`src/rtl/fb_pixel_server_if.sv`:
```
`default_nettype none
// +--------------------------------------------------------------------------+
// | Module   : fb_pixel_server_if                                            |
// | Purpose  : driver pixel handshake plus framebuffer BRAM read port        |
// | Revision : 1.0                                                           |
// +--------------------------------------------------------------------------+
interface fb_pixel_server_if #(
  parameter int ADDR_W = 14
);
  logic [7:0]        x;
  logic [6:0]        y;
  logic              next_pixel;
  logic [15:0]       color;
  logic              color_done;
  logic              busy;
  logic [ADDR_W-1:0] mem_addr;
  logic              mem_re;
  logic [7:0]        mem_dout;

  // master is the environment: the st7735 driver together with the BRAM
  modport master (
    output x, y, next_pixel, mem_dout,
    input  color, color_done, busy, mem_addr, mem_re
  );

  modport slave (
    input  x, y, next_pixel, mem_dout,
    output color, color_done, busy, mem_addr, mem_re
  );
endinterface
`default_nettype wire

```
`src/rtl/fb_pixel_server.sv`:
```
`default_nettype none
// +--------------------------------------------------------------------------+
// | Module   : fb_pixel_server                                               |
// | Purpose  : packed framebuffer + palette pixel server with h-scroll;      |
// |            FB_DOUBLE_BUF_EN adds front/back buffer swapping              |
// | Revision : 1.0                                                           |
// +--------------------------------------------------------------------------+
module fb_pixel_server #(
  parameter int          X_MAX    = 160,
  parameter int          Y_MAX    = 80,
  parameter int          BPP      = 2,
  parameter int          ADDR_W   = 14,
  parameter logic [15:0] BG_COLOR = 16'h0000
) (
  input  wire              clk,
  input  wire              rst,
  fb_pixel_server_if.slave bus,
  input  wire [7:0]        scroll_x,
  input  wire              pal_we,
  input  wire [BPP-1:0]    pal_idx,
  input  wire [15:0]       pal_data,
  input  wire              buf_swap,
  output logic             front_sel
);

  localparam int         PAL_N = 1 << BPP;
  localparam int         PIX_W = $clog2(X_MAX * Y_MAX);
  localparam int         BIT_W = $clog2(2 * X_MAX * Y_MAX * BPP);
  localparam logic [8:0] X_LIM = 9'(X_MAX);
  localparam logic [7:0] Y_LIM = 8'(Y_MAX);

  typedef enum logic [2:0] {
    IDLE = 3'd0,
    ADDR = 3'd1,
    WAIT = 3'd2,
    LOOK = 3'd3,
    DONE = 3'd4
  } state_t;

  state_t            state;
  logic              np_q;
  logic [7:0]        x_q;
  logic [6:0]        y_q;
  logic [7:0]        scroll_q;
  logic [2:0]        bit_off;
  logic [15:0]       color;
  logic              color_done;
  logic              busy;
  logic              mem_re;
  logic [ADDR_W-1:0] mem_addr;
  logic [15:0]       palette [PAL_N];

  logic              req;
  logic              out_rng;
  logic              frame_start;
  logic [8:0]        xsum;
  logic [7:0]        xs;
  logic [PIX_W-1:0]  pix;
  logic [BIT_W-1:0]  bit_idx;
  logic [ADDR_W-1:0] base;
  logic [BPP-1:0]    code;

  function automatic logic [15:0] grey(input int i);
    int r;
    int g;
    r = i * 31 / (PAL_N - 1);
    g = i * 63 / (PAL_N - 1);
    return {5'(r), 6'(g), 5'(r)};
  endfunction

  assign req         = bus.next_pixel & ~np_q;
  assign out_rng     = ({1'b0, bus.x} >= X_LIM) || ({1'b0, bus.y} >= Y_LIM);
  assign frame_start = (bus.x == 8'd0) && (bus.y == 7'd0);

  // scroll_q is kept below X_MAX, so one conditional subtract wraps the column
  always_comb begin
    xsum    = {1'b0, x_q} + {1'b0, scroll_q};
    xs      = (xsum >= X_LIM) ? 8'(xsum - X_LIM) : xsum[7:0];
    pix     = PIX_W'(y_q) * PIX_W'(X_MAX) + PIX_W'(xs);
    bit_idx = BIT_W'(pix) * BIT_W'(BPP);
    code    = BPP'(bus.mem_dout >> bit_off);
  end

  always_ff @(posedge clk or posedge rst) begin
    if (rst) begin
      state      <= IDLE;
      np_q       <= 1'b0;
      x_q        <= 8'd0;
      y_q        <= 7'd0;
      scroll_q   <= 8'd0;
      bit_off    <= 3'd0;
      color      <= 16'h0000;
      color_done <= 1'b0;
      busy       <= 1'b0;
      mem_re     <= 1'b0;
      mem_addr   <= '0;
    end else begin
      np_q       <= bus.next_pixel;
      color_done <= 1'b0;
      case (state)
        IDLE: begin
          if (req) begin
            x_q  <= bus.x;
            y_q  <= bus.y;
            busy <= 1'b1;
            if (frame_start) begin
              scroll_q <= 8'(32'(scroll_x) % X_MAX);
            end
            if (out_rng) begin
              color <= BG_COLOR;
              state <= DONE;
            end else begin
              state <= ADDR;
            end
          end
        end
        ADDR: begin
          mem_addr <= base + ADDR_W'(bit_idx >> 3);
          bit_off  <= bit_idx[2:0];
          mem_re   <= 1'b1;
          state    <= WAIT;
        end
        WAIT: begin
          mem_re <= 1'b0;
          state  <= LOOK;
        end
        LOOK: begin
          color <= palette[code];
          state <= DONE;
        end
        DONE: begin
          color_done <= 1'b1;
          busy       <= 1'b0;
          state      <= IDLE;
        end
        default: state <= IDLE;
      endcase
    end
  end

  // LOOK reads the pre-write entry because the update lands on the same edge
  always_ff @(posedge clk or posedge rst) begin
    if (rst) begin
      for (int i = 0; i < PAL_N; i++) begin
        palette[i] <= grey(i);
      end
    end else if (pal_we) begin
      palette[pal_idx] <= pal_data;
    end
  end

`ifdef FB_DOUBLE_BUF_EN
  localparam int         FB_BYTES = X_MAX * Y_MAX * BPP / 8;
  localparam logic [7:0] X_LAST   = 8'(X_MAX - 1);
  localparam logic [6:0] Y_LAST   = 7'(Y_MAX - 1);

  logic swap_pending;
  logic last_done;

  assign base      = front_sel ? ADDR_W'(FB_BYTES) : '0;
  assign last_done = (state == DONE) && (x_q == X_LAST) && (y_q == Y_LAST);

  // any number of swap pulses in a frame collapse into one toggle at frame end
  always_ff @(posedge clk or posedge rst) begin
    if (rst) begin
      front_sel    <= 1'b0;
      swap_pending <= 1'b0;
    end else if (last_done && (swap_pending || buf_swap)) begin
      front_sel    <= ~front_sel;
      swap_pending <= 1'b0;
    end else if (buf_swap) begin
      swap_pending <= 1'b1;
    end
  end
`else
  logic unused_swap;

  assign unused_swap = buf_swap;
  assign base        = '0;
  assign front_sel   = 1'b0;
`endif

  assign bus.color      = color;
  assign bus.color_done = color_done;
  assign bus.busy       = busy;
  assign bus.mem_re     = mem_re;
  assign bus.mem_addr   = mem_addr;

endmodule
`default_nettype wire

```
`src/flat_wrapper.sv`:
```
// flat-port wrapper written by rule: the top's interface ports become plain ports
module fb_pixel_server_flat 
#(
  parameter int          X_MAX    = 160,
  parameter int          Y_MAX    = 80,
  parameter int          BPP      = 2,
  parameter int          ADDR_W   = 14,
  parameter logic [15:0] BG_COLOR = 16'h0000
)
  (clk, rst, scroll_x, pal_we, pal_idx, pal_data, buf_swap, front_sel, bus_x, bus_y, bus_next_pixel, bus_mem_dout, bus_color, bus_color_done, bus_busy, bus_mem_addr, bus_mem_re);
  fb_pixel_server_if #(.ADDR_W(ADDR_W)) bus_i ();
  input  wire clk;
  input  wire rst;
  input  wire [7:0] scroll_x;
  input  wire pal_we;
  input  wire [BPP-1:0] pal_idx;
  input  wire [15:0] pal_data;
  input  wire buf_swap;
  output logic front_sel;
  input wire logic [$bits(bus_i.x)-1:0] bus_x;
  input wire logic [$bits(bus_i.y)-1:0] bus_y;
  input wire logic [$bits(bus_i.next_pixel)-1:0] bus_next_pixel;
  input wire logic [$bits(bus_i.mem_dout)-1:0] bus_mem_dout;
  output wire logic [$bits(bus_i.color)-1:0] bus_color;
  output wire logic [$bits(bus_i.color_done)-1:0] bus_color_done;
  output wire logic [$bits(bus_i.busy)-1:0] bus_busy;
  output wire logic [$bits(bus_i.mem_addr)-1:0] bus_mem_addr;
  output wire logic [$bits(bus_i.mem_re)-1:0] bus_mem_re;
  assign bus_i.x = bus_x;
  assign bus_i.y = bus_y;
  assign bus_i.next_pixel = bus_next_pixel;
  assign bus_i.mem_dout = bus_mem_dout;
  assign bus_color = bus_i.color;
  assign bus_color_done = bus_i.color_done;
  assign bus_busy = bus_i.busy;
  assign bus_mem_addr = bus_i.mem_addr;
  assign bus_mem_re = bus_i.mem_re;
  fb_pixel_server #(.X_MAX(X_MAX), .Y_MAX(Y_MAX), .BPP(BPP), .ADDR_W(ADDR_W), .BG_COLOR(BG_COLOR)) u_core (.clk(clk), .rst(rst), .bus(bus_i), .scroll_x(scroll_x), .pal_we(pal_we), .pal_idx(pal_idx), .pal_data(pal_data), .buf_swap(buf_swap), .front_sel(front_sel));
endmodule
```
`config.mk`:
```
export PLATFORM = sky130hd
export DESIGN_NAME = fb_pixel_server_flat
export DESIGN_NICKNAME = d
export VERILOG_FILES = /design/src/rtl/fb_pixel_server_if.sv /design/src/rtl/fb_pixel_server.sv /design/src/flat_wrapper.sv
export SDC_FILE = /design/constraint.sdc
export NUM_CORES = 1
export LEC_CHECK = 0
export CAP_MARGIN = 40
export CORE_UTILIZATION = 45
export DETAILED_ROUTE_END_ITERATION = 8
export HOLD_SLACK_MARGIN = 0.08
export PLACE_DENSITY = 0.69
export SLEW_MARGIN = 15
export SYNTH_ARGS = -nofsm -noshare
export SYNTH_HDL_FRONTEND = slang
export SYNTH_SLANG_ARGS = --single-unit
```
`constraint.sdc`:
```
create_clock -name clk -period 6.1 [get_ports clk]
set_input_delay 1.525 -clock clk [delete_from_list [all_inputs] [get_ports clk]]
set_output_delay 1.525 -clock clk [all_outputs]
set_load 0.1 [all_outputs]
```
# After elaboration in Yosys (flattened, before gate mapping)
# Index checks and enable logic that the tools add are counted.
# op_classes
add_sub_neg	3
mul	1
div_mod_pow	1
n_lt_le_gt_ge	6
eq_ne	6
n_shift	1
muxes	17
n_bitwise	4
n_reduce_logical	13
# op_table
op	count
$mux 16	5
$bwmux 64	1
$bmux 16 s2	1
$demux 16 s2	1
$mod 8x8->32 const B	1
$pmux 16 s2	1
$add 14x8->14	1
$pmux 3 s4	1
$add 8x8->9	1
$ge 9x8->1 const B	1
$mul 7x3->9 const B	1
$ge 8x8->1 const B	1
$logic_not 8->1	1
$mux 8	1
$shr 8x3->2	1
$sub 8x8->8 const B	1
$ge 7x7->1 const B	1
$logic_not 7->1	1
$eq 3x2->1 const B	2
$ge 3x3->1 const B	2
$mux 3	2
$not 2->3	2
$reduce_and 3->1	2
$reduce_bool 2->1	3
other kinds (12)	17
# word_totals
regBits	124
word_cells	67

# Depth between registers and ports, before layout
# Gate-level depths: netlist of run 1.
# logic_depth
depth_word	6
mapped_depth	19
ltp_nobuf	19

# Worst setup path after synthesis of run 1
# Ideal clock, no wire load.
# synth_timing
path_type	register to register
startpoint	reg u_core.scroll_q[1]
endpoint	reg u_core.mem_addr[11] (netlist: u_core.bus.mem_addr[11])
setup_ns	0.071
arrival_ns	3.561
t_required_ns	6.029
path_slack_ns	2.468
stages_incl_launch_ff	18
path_cell_list	dfrtp_1 ha_1 a211oi_1 o21ai_0 and3_1 or2_2 ha_1 inv_1 o21ai_0 a22o_1 ha_1 fa_1 a21o_1 nand2_1 nor3b_1 a31o_2 a211oi_1 nand3b_1
# synth_between
elab_chain_len	4
word_cells_on_any_way	5
classes_between	add/sub (3); order compare (1); mux (1)
# synth_lines
item	line	source
start: declaration	fb_pixel_server.sv:44	logic [7:0] scroll_q;
start signal: assignment	fb_pixel_server.sv:107	scroll_q <= 8'(32'(scroll_x) % X_MAX);
$add 8x8->9 (*)	fb_pixel_server.sv:77	xsum = {1'b0, x_q} + {1'b0, scroll_q};
$sub 8x8->8 / $ge 9x8->1 (equally long branches)	fb_pixel_server.sv:78	xs = (xsum >= X_LIM) ? 8'(xsum - X_LIM) : xsum[7:0];
$mux 8 (*)	fb_pixel_server.sv:78	
$add 14x8->14 (*)	fb_pixel_server.sv:79	pix = PIX_W'(y_q) * PIX_W'(X_MAX) + PIX_W'(xs);
end signal: assignment	fb_pixel_server.sv:118	mem_addr <= base + ADDR_W'(bit_idx >> 3);
end: declaration	fb_pixel_server.sv:50	logic [ADDR_W-1:0] mem_addr;
# Every way passes the cells marked *; elsewhere a longest branch is shown, timed or not.
# A chain may end at the register's enable or synchronous reset.

# Worst setup path after layout of run 1
# Ends and elaborated chain as after synthesis.

==> results.md, run 1 <==
- Status: finished, final reports clean
- Net switching power: approximately 1800 µW
- PortBufs: 83
- Clk sinks: between 100 and 150
- CP Launch Type: flop
- Hpwl dp: around 9400 µm
- Die width: between 100 and 150 µm
- Crit path DAT: ~4300 ps
- Most common cell after layout, fill and taps aside: dfrtp_1
- Global-route wire length before repair: about 23,000 µm
- Setup Fix Bufs, Post-CTS: 0
- Ant. Diodes: 0
- Highest routed layer: met4
- CTS Hold Bufs: 0
- Hold path cells: 2
- Final Critical Period: 4000 ps
- DRC: 0
- Slew HR: 0.446
- Vias in the first global route: 4,574
- Tot GR Track Use: 0.215
- Leading cell types in the layout, fill and taps excluded: 94 x dfrtp_1, 83 x clkdlybuf4s50_1, 74 x mux2_2
- Core area: about 0.013 mm²
- Post-route insts no fill: 783
- Synth Instances: 471
- Wl on met1: around 5800 µm
- # rows: around 40
- Mapped cell area: 0.00604 mm²
- Register share of total power: 0.275
- VDD IR max: between 300 and 400 µV
- Initial core utilization: 0.469
- Post-synthesis sequential area ratio: 0.520
- Later-pin clock latency in the skew report: ~420 ps
- GRT overflow: 0
- Largest net degree at the start of global routing: 55
- IO Count: slightly below 90
- H-tree levels: 4
- #FFs+latches synth: 124
- Distinct cell type count after synthesis: between 50 and 60
- Max Cap Viol: 0
- Min-Delay Path Class: reg -> reg
- CTS tree: done
- Asr flop ratio synth: 1.00
- RSZ-0062 raised after global routing: false
- P&R area growth vs syn: 35.7%
- CP Capture Type: flop
- Int Pwr: around 2700 µW
- Remaining antenna violation count: 0
- Fmax: 250 MHz
- Pre-antenna DRT Iters: 4
- Leakage dissipation: 0.00363 µW
- YS warnings: 0
- # resized after CTS: 0
- Initial antenna violation count: 0
- Die height: 118 µm
- Final setup fails: 0
- WL per Instance: about 17 µm
- Layout Nets: 677
- Sw frac: 0.406
- Met3 Wirelength: a little over 600 µm
- Fin. Hold Viols: 0
- Die area: ~0.014 mm²
- Crit Path Max Fanout: 4
- Share of cells above drive strength 1: 0.319
- Final Cell Area: 0.00820 mm²
- DRT Wirelength: 13,600 µm
- Placed Area: between 0.007 and 0.008 mm²
- Combinational power share: 0.504
- Setup ws final: about 2100 ps
- DR vias: about 4,200
- Critical path required time: 6440 ps
- Skew final: 8.52 ps
- Vias per cell: 5.33
- Clock transition at path regs: 50 ps
- Post-synth EDFFs: 0
- Root Buffer: clkbuf_16
- Clock power share: 0.221
- Final hold slack: 476 ps
- Total CTS buffers: 17
- Clock Tree Buf Depth: 2
- Tcrit/Tclk final: 0.655
- Syn avg cell area: roughly 13 µm²
- Pwr dens: around 540 mW/mm²
- Worst slew pin tran: just over 800 ps
- Worst R2R Path Depth: 17
- Critical path class: reg -> reg
- Ys flop type: dfrtp_1
- Placed cell count: approximately 750
- Slew Limit Fails: 0
- GP Congestion: 0.820
- Initial DRC Count: 160
- Fin Setup TNS: 0 ps
- Place WS: 2150 ps
- Met2 WL: roughly 7000 µm
==> flip-flops by register name, summed over array words and instances (netlist names), 2 cells and up <==
| register | flops |
|---|---|
| u_core.scroll_q | 8 |
| u_core.palette | 64 |
| u_core.bus.color | 16 |
| u_core.bit_off | 2 |
| u_core.state | 3 |
| u_core.x_q | 8 |
| u_core.y_q | 7 |
| u_core.bus.mem_addr | 12 |
==> Yosys cell counts, drive strengths merged, types with 2 or more instances <==
library cell | count | area (µm²)
fa | 3 | 60.1
o21ai | 21 | 105
a21oi | 7 | 35.0
mux4 | 18 | 432
nor3 | 5 | 25.0
or2 | 3 | 18.8
dfstp | 30 | 788
xnor2 | 6 | 52.6
nand2b | 5 | 31.3
and3 | 4 | 25.0
nand3b | 3 | 22.5
ha | 22 | 275
nor3b | 4 | 35.0
inv | 14 | 52.6
nand3 | 6 | 30.0
nor2 | 15 | 58.8
xor2 | 5 | 43.8
a21o | 4 | 30.0
clkbuf | 9 | 33.8
a211oi | 3 | 22.5
nand4 | 2 | 12.5
o22ai | 3 | 18.8
nor2b | 3 | 18.8
mux2 | 74 | 833
a22o | 18 | 158
buf | 8 | 67.6
nor4 | 4 | 25.0
dfrtp | 94 | 2350
nand2 | 60 | 225
==> cell type report <==
class,count,area (µm²)
Fill cell,974,4670
Timing Repair Buffer,123,1450
Multi-Input combinational cell,317,2750
Clock buffer,19,443
Tap cell,172,215
Clock inverter,13,141
Sequential cell,124,3140
Inverter,15,58.8
==> final timing paths <==
path	slack, ps	endpoint	start
worst max-delay path	2100	u_core.bus.mem_addr[11]$_DFFE_PP0P_	u_core.scroll_q[1]$_DFFE_PP0P_
worst min-delay path	480	u_core.bus.mem_addr[8]$_DFFE_PP0P_	u_core.bus.mem_addr[8]$_DFFE_PP0P_
worst max register to register	2100	u_core.bus.mem_addr[11]$_DFFE_PP0P_	u_core.scroll_q[1]$_DFFE_PP0P_
worst min register to register	480	u_core.bus.mem_addr[8]$_DFFE_PP0P_	u_core.bus.mem_addr[8]$_DFFE_PP0P_
max in group asynchronous	3450	u_core.palette[9]$_DFFE_PP1P_	rst
min in group asynchronous	1480	u_core.scroll_q[0]$_DFFE_PP0P_	rst
==> power groups by stage <==
| stage | Clock, µW | Combinational [µW] | Sequential (µW) |
|---|---|---|---|
| floorplan | 0 | 949 | 1790 |
| global placement | 0 | 1900 | 1230 |
| detailed placement | 0 | 2260 | 1240 |
| CTS | 1010 | 2270 | 1230 |
| global route | 1050 | 2410 | 1260 |
| finish | 986 | 2250 | 1230 |
==> cell families (layout without fill, tap and decap cells) <==
group,after synthesis,in the layout,share of synthesized area
buffers and inverters,32,170,0.0261
DFF,124,124,0.520
adders and majority gates,25,25,0.0555
and+or+nand+nor,118,118,0.0940
other,1,3,0.000620
AOI/OAI and AO/OA,67,67,0.0774
muxes,93,93,0.211
xor gates and xnor gates,11,11,0.0159
==> routing by layer <==
metal,track usage,vias to the layer above
met5,0,-
met4,0.0785,0
met3,0.0591,16
met2,0.374,88
met1,0.253,2104
li1,-,1969
==> worst max-delay path, cell delays in order (launching register included) <==
cell	delay [ps]
dfrtp_1	380
ha_1	300
a211oi_1	290
o21ai_0	240
and3_1	240
or2_2	330
ha_1	250
inv_1	90
a21bo_2	130
a22o_1	140
ha_1	180
fa_1	210
a21o_1	130
nand2_1	70
nor3b_1	390
nand4_1	190
a211oi_1	230
nand3b_1	130
==> through the flow <==
step                total power, µW   util
floorplan                      2740      -
global placement               3130  0.546
detailed placement             3500  0.592
CTS                            4510  0.637
global route                   4710  0.637
finish                         4470  0.637
Note: power is estimated with default switching activity, not from simulation.
==> run 2: changes to the inputs <==
==> constraint.sdc (replaced) <==
create_clock -name clk -period 3.9 [get_ports clk]
set_input_delay 0.975 -clock clk [delete_from_list [all_inputs] [get_ports clk]]
set_output_delay 0.975 -clock clk [all_outputs]
set_load 0.1 [all_outputs]
==> run 2 against run 1 <==
  * Count of clock-buffer cells in the layout rose by 5
  * Sequential power up 57%
  * Fmax rose by 7.9%
  * Core utilization increased by 1.1 points
  * Critical path depth unchanged
  * Worst setup slack lost 1900 ps
  * Non-clock buffer count grew 6
  * Final cell count rose by 0.77%
  * Clock power grew 67%
  * Combinational power grew 61%
  * Critical path type unchanged
  * Largest power group unchanged
==> results.md, run 2 (synthesized netlist as in run 1, its figures left out) <==
- Status: finished, final reports clean
- Core area: 0.0129 mm² (unchanged)
- Pre-antenna DRT Iters: 4 (unchanged)
- GP Congestion: 0.843 (+2.8%)
- Share of cells above drive strength 1: 0.345 (+0.0261)
- Reg2reg end: u_core.bus.mem_addr[11]$_DFFE_PP0P_
- Biggest register: u_core.palette
- DRT Wirelength: 13,800 µm (+1.4%)
- Crit path top cell by count: ha_1
- Layout Nets: 683 (+0.89%)
- Multi-input gate area: 0.00284 mm² (+3.0%)
- Final Critical Period: 3710 ps (-291 ps)
- Buf/Inv on CP: 1 (unchanged)
- GRT overflow: 0 (unchanged)
- PortBufs: 83 (unchanged)
- Slowest CP cell: dfrtp_1
- Clock transition at path regs: 60 ps (about the same)
- Slew HR: 0.437 (-0.00961)
- Leakage dissipation: 0.00370 µW (+1.7%)
- Most common cell after layout, fill and taps aside: dfrtp_1
- # rows: 41 (unchanged)
- Worst stage delay on the critical path: 390 ps (about the same)
- WL per Instance: 17.4 µm (+0.60%)
- Place WS: -91.9 ps (-2240 ps)
- Die height: 118 µm (unchanged)
- Die width: 118 µm (unchanged)
- Tot GR Track Use: 0.215 (+0.000250)
- Hpwl dp: 9270 µm (-0.88%)
- Initial antenna violation count: 0 (unchanged)
- Cell depth of the worst setup path: 17 (unchanged)
- Pwr dens: 864 mW/mm² (+59%)
- Global-route wire length before repair: 23,000 µm (+0.42%)
- Initial DRC Count: 192 (+20%)
- Min-Delay Path Class: reg -> reg
- Clk sinks: 124 (unchanged)
- R2R setup slack: 190 ps (-1910 ps)
- Clock Tree Buf Depth: 2 (unchanged)
- CP Launch Type: flop
- Final setup fails: 0 (unchanged)
- Fin Setup TNS: 0 ps (unchanged)
- CP Capture Type: flop
- Leading cell types in the layout, fill and taps excluded: 94 x dfrtp_1, 83 x clkdlybuf4s50_1, 74 x mux2_2
- Fin. Hold Viols: 0 (unchanged)
- Vias in the first global route: 4,592 (+0.39%)
- Max Cap Viol: 0 (unchanged)
- IO Count: 88 (unchanged)
- CP Capture Point: u_core.bus.mem_addr[11]$_DFFE_PP0P_
- Setup ws final: 194 ps (-1910 ps)
- Power, Total: 7210 µW (+61%)
- Worst slew pin tran: 843 ps (+14.4 ps)
- Final hold slack: 484 ps (+8.01 ps)
- Vias per cell: 5.35 (+0.31%)
- Remaining antenna violation count: 0 (unchanged)
- VDD IR max: 482 µV (+48%)
- P&R area growth vs syn: 38.0%
- CTS Hold Bufs: 0 (unchanged)
- Worst R2R Path Depth: 17 (unchanged)
- Die area: 0.0139 mm² (unchanged)
- H-tree levels: 4 (unchanged)
- DRC: 0 (unchanged)
- Worst r2r src: u_core.scroll_q[1]$_DFFE_PP0P_
- Ant. Diodes: 0 (unchanged)
- Crit path DAT: 4050 ps (-290 ps)
- Skew final: 5.76 ps (-2.76 ps)
- Largest net degree at the start of global routing: 103 (+87%)
- Later-pin clock latency in the skew report: 420 ps (about the same)
- CTS tree: done
- Initial core utilization: 0.469 (unchanged)
- Crit Path Max Fanout: 4 (unchanged)
- Worst path top cell family by delay: compound AO/OA/AOI/OAI gates
- Critical Path Source: u_core.scroll_q[1]$_DFFE_PP0P_
- Largest regs: u_core.palette x64, u_core.bus.color x16, u_core.bus.mem_addr x12
- Fmax: 270 MHz (+7.9%)
- Critical path required time: 4240 ps (-2200 ps)
- Critical path class: reg -> reg
- Root Buffer: clkbuf_16
- Number of flip-flops in the largest register: 64 (unchanged)
- Tcrit/Tclk final: 0.950 (+0.295)
- Fillers: 945 (-3.0%)
- Register Area: 0.00314 mm² (unchanged)
- Crit path cell chain: ha_1 > a211oi_2 > o21ai_2 > and3_1 > or2_2 > ha_4 > inv_1 > o21ai_0 > a22o_1 > ha_1 > fa_2 > a21o_1 > nand2_2 > nor3b_2 > a31o_2 > a211oi_1 > nand3b_1
- Total CTS buffers: 17 (unchanged)
- Slew Limit Fails: 0 (unchanged)
- DR vias: 4,222 (+1.1%)
## run 2: report_power, final
part           switching (µW)  internal, µW  total, µW
clock                     559          1090       1650
sequential                239          1690       1930
combinational            2070          1560       3630
total                    2870          4340       7210
## run 2: per-stage QoR
stage           util  area, µm²  cells
2_1_floorplan      -       6060    473
3_3_place_gp   0.552       7110    724
3_5_place_dp   0.591       7610    755
4_1_cts        0.643       8280    788
5_1_grt        0.648       8340    789
6_report       0.648       8340    789
## run 2: how the worst min path moves through the flow
| stage | startpoint | endpoint | slack (ps) | depth (start not counted) |
|---|---|---|---|---|
| after floorplan | u_core.x_q[0]$_DFFE_PP0P_ | u_core.x_q[0]$_DFFE_PP0P_ | 450 | 2 |
| after global placement | u_core.bus.mem_addr[8]$_DFFE_PP0P_ | u_core.bus.mem_addr[8]$_DFFE_PP0P_ | 460 | 2 |
| after detailed placement | u_core.bus.mem_addr[5]$_DFFE_PP0P_ | u_core.bus.mem_addr[5]$_DFFE_PP0P_ | 470 | 2 |
| after CTS | u_core.bus.mem_addr[5]$_DFFE_PP0P_ | u_core.bus.mem_addr[5]$_DFFE_PP0P_ | 480 | 2 |
| after global routing | u_core.palette[58]$_DFFE_PP0P_ | u_core.palette[58]$_DFFE_PP0P_ | 510 | 1 |
| final | u_core.bus.mem_addr[5]$_DFFE_PP0P_ | u_core.bus.mem_addr[5]$_DFFE_PP0P_ | 480 | 2 |
## run 2: timing repair
action	in CTS	in global routing
gates resized for setup	6	13
hold endpoints to repair	0	0
endpoints found under the setup margin	3	3
pin swaps	1	4
setup buffers	1	1
## run 2: area by class of cell
| type | count | share of cell area |
|---|---|---|
| multi-input combinational | 317 | 0.340 |
| timing repair buffer | 129 | 0.175 |
| tap | 172 | 0.0258 |
| inverter | 15 | 0.00720 |
| clock buffer | 24 | 0.0601 |
| sequential | 124 | 0.376 |
| clock inverter | 8 | 0.0156 |
## run 2: worst register-to-register path, cell delays in order (launching register included)
cell and delay [ps]:
dfrtp_1 390, ha_1 320, a211oi_2 280, o21ai_2 130, and3_1 190, or2_2 350, ha_4 190, inv_1 70
o21ai_0 90, a22o_1 210, ha_1 210, fa_2 350, a21o_1 190, nand2_2 90, nor3b_2 60, a31o_2 210
a211oi_1 170, nand3b_1 140
## run 2: routing by layer
metal,part of all wire,global-route usage,up-vias,wire length (µm)
met1,0.44,0.263,2125,6010
met5,0,0,-,0
li1,-,-,1980,-
met3,0.040,0.0465,19,548
met2,0.51,0.368,98,6970
met4,0.017,0.0897,0,231
